--- src/rtl/cndm_proto_tx_sched.sv ---
// cndm_proto_tx_sched: round-robin transmit scheduler tracking per-queue pending
// descriptors and issuing one request per queue up to a global in-flight limit.
module cndm_proto_tx_sched #(
  parameter int QUEUES       = 4,
  parameter int QUEUE_IDX_W  = $clog2(QUEUES),
  parameter int CNT_W        = 16,
  parameter int MAX_INFLIGHT = 2
) (
  input  logic                               clk,
  input  logic                               rst,
  input  logic [QUEUES-1:0]                  enable,
  input  logic                               db_valid,
  input  logic [QUEUE_IDX_W-1:0]             db_queue,
  input  logic [CNT_W-1:0]                   db_count,
  output logic                               tx_req_valid,
  output logic [QUEUE_IDX_W-1:0]             tx_req_queue,
  input  logic                               tx_req_ready,
  input  logic                               tx_cpl_valid,
  input  logic [QUEUE_IDX_W-1:0]             tx_cpl_queue,
  input  logic                               tx_cpl_empty,
  output logic [QUEUES-1:0]                  queue_pending,
  output logic [$clog2(MAX_INFLIGHT+1)-1:0]  inflight_cnt,
  output logic                               cpl_err
);
  localparam int IC_W = $clog2(MAX_INFLIGHT + 1);
  typedef enum logic {IDLE, ISSUE} state_t;
  state_t                 state_q;
  logic [CNT_W-1:0]       pending_q [QUEUES];
  logic [CNT_W-1:0]       pending_d [QUEUES];
  logic [QUEUES-1:0]      inflight_q, inflight_d, cpl_hit, elig, pend_nz_d, queue_pending_q;
  logic [IC_W-1:0]        inflight_cnt_q, inflight_cnt_d;
  logic [QUEUE_IDX_W-1:0] rr_ptr_q, tx_req_queue_q, grant;
  logic                   tx_req_valid_q, cpl_err_q, grant_ok, hs, cpl_any;
  int                     j;
  assign hs = state_q == ISSUE && tx_req_ready;
  assign cpl_any = |cpl_hit;
  assign inflight_cnt_d = inflight_cnt_q + IC_W'(hs) - IC_W'(cpl_any);
  for (genvar i = 0; i < QUEUES; i++) begin : g_q
    logic             iss, dbh, clr;
    logic [CNT_W-1:0] base, add;
    logic [CNT_W:0]   sum;
    assign cpl_hit[i] = tx_cpl_valid && tx_cpl_queue == QUEUE_IDX_W'(i) && inflight_q[i];
    assign iss = hs && tx_req_queue_q == QUEUE_IDX_W'(i);
    assign dbh = db_valid && db_queue == QUEUE_IDX_W'(i);
    assign clr = cpl_hit[i] && tx_cpl_empty;
    // an empty completion resyncs to the ring: clear first, then add the doorbell
    assign base = clr ? '0 : pending_q[i];
    assign add = dbh ? db_count : '0;
    assign sum = {1'b0, base} + {1'b0, add} - {{CNT_W{1'b0}}, iss && !clr};
    assign pending_d[i] = sum[CNT_W] ? '1 : sum[CNT_W-1:0];
    assign pend_nz_d[i] = pending_d[i] != '0;
    assign inflight_d[i] = (inflight_q[i] && !cpl_hit[i]) || iss;
    assign elig[i] = enable[i] && pending_q[i] != '0 && !inflight_q[i] &&
                     inflight_cnt_q < IC_W'(MAX_INFLIGHT);
  end
  // scan downward so the last hit is the first eligible queue at or after rr_ptr
  always_comb begin
    grant_ok = 1'b0;
    grant = rr_ptr_q;
    j = 0;
    for (int k = QUEUES - 1; k >= 0; k--) begin
      j = int'(rr_ptr_q) + k;
      j = j >= QUEUES ? j - QUEUES : j;
      if (elig[j]) begin
        grant_ok = 1'b1;
        grant = QUEUE_IDX_W'(j);
      end
    end
  end
  always_ff @(posedge clk) begin
    if (rst) begin
      state_q         <= IDLE;
      pending_q       <= '{default: '0};
      inflight_q      <= '0;
      inflight_cnt_q  <= '0;
      queue_pending_q <= '0;
      rr_ptr_q        <= '0;
      tx_req_valid_q  <= 1'b0;
      tx_req_queue_q  <= '0;
      cpl_err_q       <= 1'b0;
    end else begin
      pending_q       <= pending_d;
      inflight_q      <= inflight_d;
      inflight_cnt_q  <= inflight_cnt_d;
      queue_pending_q <= pend_nz_d;
      cpl_err_q       <= tx_cpl_valid && !cpl_any;
      case (state_q)
        IDLE: if (grant_ok) begin
          tx_req_valid_q <= 1'b1;
          tx_req_queue_q <= grant;
          state_q        <= ISSUE;
        end
        ISSUE: if (tx_req_ready) begin
          tx_req_valid_q <= 1'b0;
          rr_ptr_q       <= tx_req_queue_q == QUEUE_IDX_W'(QUEUES - 1) ? '0 : tx_req_queue_q + 1'b1;
          state_q        <= IDLE;
        end
        default: state_q <= IDLE;
      endcase
    end
  end
  assign tx_req_valid  = tx_req_valid_q;
  assign tx_req_queue  = tx_req_queue_q;
  assign queue_pending = queue_pending_q;
  assign inflight_cnt  = inflight_cnt_q;
  assign cpl_err       = cpl_err_q;
endmodule

--- config.mk ---
export PLATFORM = sky130hd
export DESIGN_NAME = cndm_proto_tx_sched
export DESIGN_NICKNAME = d
export VERILOG_FILES = /design/src/rtl/cndm_proto_tx_sched.sv
export SDC_FILE = /design/constraint.sdc
export NUM_CORES = 1
export LEC_CHECK = 0
export CAP_MARGIN = 20
export CORE_UTILIZATION = 51
export CTS_CLUSTER_DIAMETER = 100
export DETAILED_ROUTE_END_ITERATION = 12
export GPL_TIMING_DRIVEN = 0
export PLACE_DENSITY = 0.74
export SYNTH_ARGS = -nofsm -noshare
export SYNTH_HDL_FRONTEND = slang
export SYNTH_SLANG_ARGS = --single-unit
--- constraint.sdc ---
create_clock -name clk -period 10.7 [get_ports clk]
set_input_delay 2.14 -clock clk [delete_from_list [all_inputs] [get_ports clk]]
set_output_delay 2.14 -clock clk [all_outputs]
set_load 0.01 [all_outputs]
==> impl_results.html <==
<table>
<tr><th>Metric</th><th>Value</th></tr>
<tr><th colspan="2">Yosys</th></tr>
<tr><td>Count of flip-flops with a built-in enable after synthesis</td><td>0</td></tr>
<tr><td>Avg Inst Size Synth</td><td>7.51 um2</td></tr>
<tr><td>Most frequently used flop master after synthesis</td><td>sky130_fd_sc_hd__dfxtp_1</td></tr>
<tr><td>Synth warn</td><td>0</td></tr>
<tr><td>Number of standard cells after synthesis</td><td>1068</td></tr>
<tr><td>Number of nets produced by synthesis</td><td>1236</td></tr>
<tr><td>Share of synthesized area occupied by flip-flops and latches</td><td>0.202</td></tr>
<tr><td>#FFs+latches synth</td><td>81</td></tr>
<tr><td>Yosys cell types</td><td>89</td></tr>
<tr><td>Fraction of registers with async set or reset after synthesis</td><td>0</td></tr>
<tr><td>Post-Synthesis Cell Area</td><td>8020 um2</td></tr>
<tr><th colspan="2">Finish</th></tr>
<tr><td>Number of nets in the layout</td><td>between 1k and 1.5k</td></tr>
<tr><td>Fraction of layout cells with a size suffix above 1</td><td>0.0446</td></tr>
<tr><td>Area used by sequential logic in the layout</td><td>1620 um2</td></tr>
<tr><td>Combined area of the multi-input logic cells</td><td>5680 um2</td></tr>
<tr><td>Antenna Cells</td><td>0</td></tr>
<tr><td>Area added between synthesis and finish</td><td>12.5%</td></tr>
<tr><td>Number of fillers in the final layout</td><td>1413</td></tr>
<tr><th colspan="2">Die</th></tr>
<tr><td>Site row count</td><td>45</td></tr>
<tr><td>Die H</td><td>127 um</td></tr>
<tr><td>Die width</td><td>127 um</td></tr>
<tr><td>Full die area</td><td>16200 um2</td></tr>
<tr><td>Ports placed on the boundary</td><td>40</td></tr>
<tr><td>Area inside the core boundary</td><td>around 15000 um2</td></tr>
<tr><td>Effective utilization at floorplan</td><td>0.526</td></tr>
<tr><th colspan="2">Drt</th></tr>
<tr><td>Number of optimization iterations in the first detailed-route pass</td><td>5</td></tr>
<tr><td>Vias per inst</td><td>5.67</td></tr>
<tr><td>Post-route ant nets</td><td>0</td></tr>
<tr><td>DRC marker count from the first detailed-route iteration</td><td>445</td></tr>
<tr><td>DRC violations left</td><td>0</td></tr>
<tr><td>Vias after detailed routing</td><td>7562</td></tr>
<tr><td>Wirelength, routed</td><td>between 20000 and 25000 um</td></tr>
<tr><td>Routed length per instance</td><td>15.5 um</td></tr>
<tr><th colspan="2">Clock network</th></tr>
<tr><td>H-tree depth reported by CTS</td><td>3</td></tr>
<tr><td>Clk root buf</td><td>sky130_fd_sc_hd__clkbuf_16</td></tr>
<tr><td>Worst-path clk slew</td><td>0.06 ns</td></tr>
<tr><td>CTS tree</td><td>yes</td></tr>
<tr><td>Number of buffers on the longest clock path</td><td>2</td></tr>
<tr><td>Clock latency at the later pin of the worst-skew pair</td><td>~0.33 ns</td></tr>
<tr><td>Cts-stage hold buffer count</td><td>0</td></tr>
<tr><td>Clk sink count</td><td>81</td></tr>
<tr><td>Clock buffer count from CTS</td><td>9</td></tr>
<tr><td>Post-cts sizing count</td><td>0</td></tr>
<tr><td>Buffers inserted by post-CTS timing repair</td><td>0</td></tr>
<tr><th colspan="2">Placement</th></tr>
<tr><td>Routability congestion estimate</td><td>around 0.86</td></tr>
<tr><td>Half-perimeter wire length after detailed placement</td><td>16500 um</td></tr>
<tr><td>Port Buffers</td><td>38</td></tr>
<tr><th colspan="2">Timing</th></tr>
<tr><td>Maximum clock skew at final layout</td><td>between 0.004 and 0.005 ns</td></tr>
<tr><td>Highest Clock Rate</td><td>between 0.1 and 0.15 GHz</td></tr>
<tr><td>Final Setup Violations</td><td>0</td></tr>
<tr><td>Period utilisation layout</td><td>0.633</td></tr>
<tr><td>Hold violation count in the final report</td><td>0</td></tr>
<tr><td>Sum of negative setup slack</td><td>0 ns</td></tr>
<tr><td>RSZ-0062 raised after global routing</td><td>false</td></tr>
<tr><td>Max Transition Viols Final</td><td>0</td></tr>
<tr><td>Rel. slew slack</td><td>0.268</td></tr>
<tr><td>Tightest Pin Transition</td><td>1.10 ns</td></tr>
<tr><td>Period minus WS final</td><td>6.77 ns</td></tr>
<tr><th colspan="2">Global route</th></tr>
<tr><td>Global-route usage over all layers</td><td>0.262</td></tr>
<tr><td>Total grt overflow</td><td>0</td></tr>
<tr><td>Antenna violations before repair</td><td>0</td></tr>
<tr><td>Number of global-route vias before repair</td><td>roughly 7k</td></tr>
<tr><td>Pin count of the biggest net entering global routing</td><td>14</td></tr>
<tr><td>Wire length of the first global-routing pass</td><td>33500 um</td></tr>
<tr><th colspan="2">Worst setup path</th></tr>
<tr><td>Type of element capturing the critical path</td><td>flip-flop</td></tr>
<tr><td>Crit-path max FO</td><td>10</td></tr>
<tr><td>Critical path data required time</td><td>10.88 ns</td></tr>
<tr><td>Type of origin of the critical path</td><td>primary input</td></tr>
<tr><td>Crit path DAT</td><td>6.96 ns</td></tr>
<tr><td>Category of the critical setup timing path</td><td>in2reg</td></tr>
<tr><th colspan="2">Job</th></tr>
<tr><td>Reported max-cap violation count</td><td>0</td></tr>
<tr><th colspan="2">Run status</th></tr>
<tr><td>Run status</td><td>finished clean</td></tr>
<tr><th colspan="2">Worst hold path</th></tr>
<tr><td>Type of the worst min-delay path</td><td>reg2reg</td></tr>
</table>
## final timing paths
| kind | start | end | slack [ns] | cells after the start |
|---|---|---|---|---|
| worst max-delay path | db_valid | queue_pending[0] | 3.93 | 15 |
| worst min-delay path | tx_req_valid | tx_req_valid | 0.49 | 2 |
| worst max register to register | state_q | pending_q[40] | 6.45 | 15 |
| worst min register to register | tx_req_valid | tx_req_valid | 0.49 | 2 |
## cell type report
class	instances	share of cell area
sequential	81	0.180
timing repair buffer	38	0.0421
buffer	27	0.0141
clock buffer	10	0.0254
clock inverter	6	0.0144
tap	211	0.0292
multi-input combinational	802	0.629
inverter	158	0.0657
## sequential cells by signal, indices dropped and copies added, names as in the netlist
register,count
rr_ptr_q,2
tx_req_valid,1
inflight_cnt,2
cpl_err,1
tx_req_queue,2
state_q,1
inflight_q,4
pending_q,64
queue_pending,4
## worst max-delay path, stage by stage
cell and delay [ns]:
sky130_fd_sc_hd__clkdlybuf4s50_1 0.50, sky130_fd_sc_hd__nor3b_1 0.89, sky130_fd_sc_hd__clkbuf_1 0.46, sky130_fd_sc_hd__nand2_1 0.11, sky130_fd_sc_hd__ha_1 0.29, sky130_fd_sc_hd__inv_1 0.04
sky130_fd_sc_hd__ha_1 0.21, sky130_fd_sc_hd__fa_1 0.41, sky130_fd_sc_hd__a21o_1 0.24, sky130_fd_sc_hd__a311o_1 0.46, sky130_fd_sc_hd__a221oi_4 0.35, sky130_fd_sc_hd__nor4_4 0.16
sky130_fd_sc_hd__nor3_4 0.38, sky130_fd_sc_hd__o211a_1 0.22, sky130_fd_sc_hd__a41oi_2 0.09
## routing by layer
layer | up-vias | share of wire | global-route usage
met1 | 3538 | 0.47 | 0.351
met2 | 161 | 0.45 | 0.433
met3 | 31 | 0.054 | 0.0318
met5 | - | 0 | 0
li1 | 3832 | - | -
met4 | 0 | 0.027 | 0.0938
## synthesized netlist by cell type (all sizes together) (3+ instances only)
cell / number / share of area
a21oi: 108 / 0.068
o21ai: 31 / 0.022
a31oi: 13 / 0.013
nand4: 10 / 0.0078
nand3: 22 / 0.014
xor2: 28 / 0.031
inv: 158 / 0.074
a311oi: 3 / 0.0055
ha: 134 / 0.21
nor3: 26 / 0.018
a211oi: 7 / 0.0078
o2111ai: 3 / 0.0041
buf: 6 / 0.0053
o311a: 3 / 0.0037
and4: 4 / 0.0044
nor2b: 7 / 0.0055
xnor2: 20 / 0.023
dfxtp: 81 / 0.20
o21bai: 5 / 0.0047
and3: 12 / 0.0094
nand2b: 12 / 0.0094
clkbuf: 20 / 0.0094
nor2: 52 / 0.024
a21o: 18 / 0.017
o22ai: 3 / 0.0023
nor4: 31 / 0.026
o21a: 8 / 0.0076
or4: 3 / 0.0033
a41oi: 3 / 0.0042
nand2: 160 / 0.075
and2: 8 / 0.0062
o211ai: 6 / 0.0062
o41a: 3 / 0.0042
nor3b: 7 / 0.0066
a221oi: 5 / 0.0084
or2: 3 / 0.0023
fa: 4 / 0.010
a211o: 3 / 0.0033
## stage by stage
step           instance area (um2)  std cells  hold slack, ns  setup slack, ns   util
3_3_place_gp                  8670       1317           0.475             3.65  0.568
5_1_grt                       9030       1333           0.528             3.66  0.592
4_1_cts                       9030       1333           0.491             3.95  0.592
2_1_floorplan                 8020       1068           0.476             5.03      -
6_report                      9030       1333           0.486             3.93  0.592
3_5_place_dp                  8670       1317           0.483             3.62  0.568
## cell usage in the layout (no fill, tap or decap), drive strengths merged, types with 4 or more instances in the layout
| cell type | count |
|---|---|
| a211oi | 7 |
| a21o | 18 |
| a21oi | 108 |
| a221oi | 5 |
| a31oi | 13 |
| and2 | 8 |
| and3 | 12 |
| and4 | 4 |
| buf | 6 |
| bufinv | 4 |
| clkbuf | 30 |
| clkdlybuf4s50 | 38 |
| dfxtp | 81 |
| fa | 4 |
| ha | 134 |
| inv | 158 |
| nand2 | 160 |
| nand2b | 12 |
| nand3 | 22 |
| nand4 | 10 |
| nor2 | 52 |
| nor2b | 7 |
| nor3 | 26 |
| nor3b | 7 |
| nor4 | 31 |
| o211ai | 6 |
| o21a | 8 |
| o21ai | 31 |
| o21bai | 5 |
| xnor2 | 20 |
| xor2 | 28 |
## logic make-up (layout without fill, tap and decap cells)
family                     after synthesis  after routing  synth area share
adders and majority gates              138            138             0.219
and+or+nand+nor                        367            367             0.223
muxes                                    2              2           0.00250
buffers and inverters                  185            239            0.0898
AOI/OAI and AO/OA                      247            247             0.210
xor gates and xnor gates                48             48            0.0533
DFF                                     81             81             0.202
Power is not shown: default switching activity piles up to over one toggle a cycle in this logic, so the estimate is an artifact.
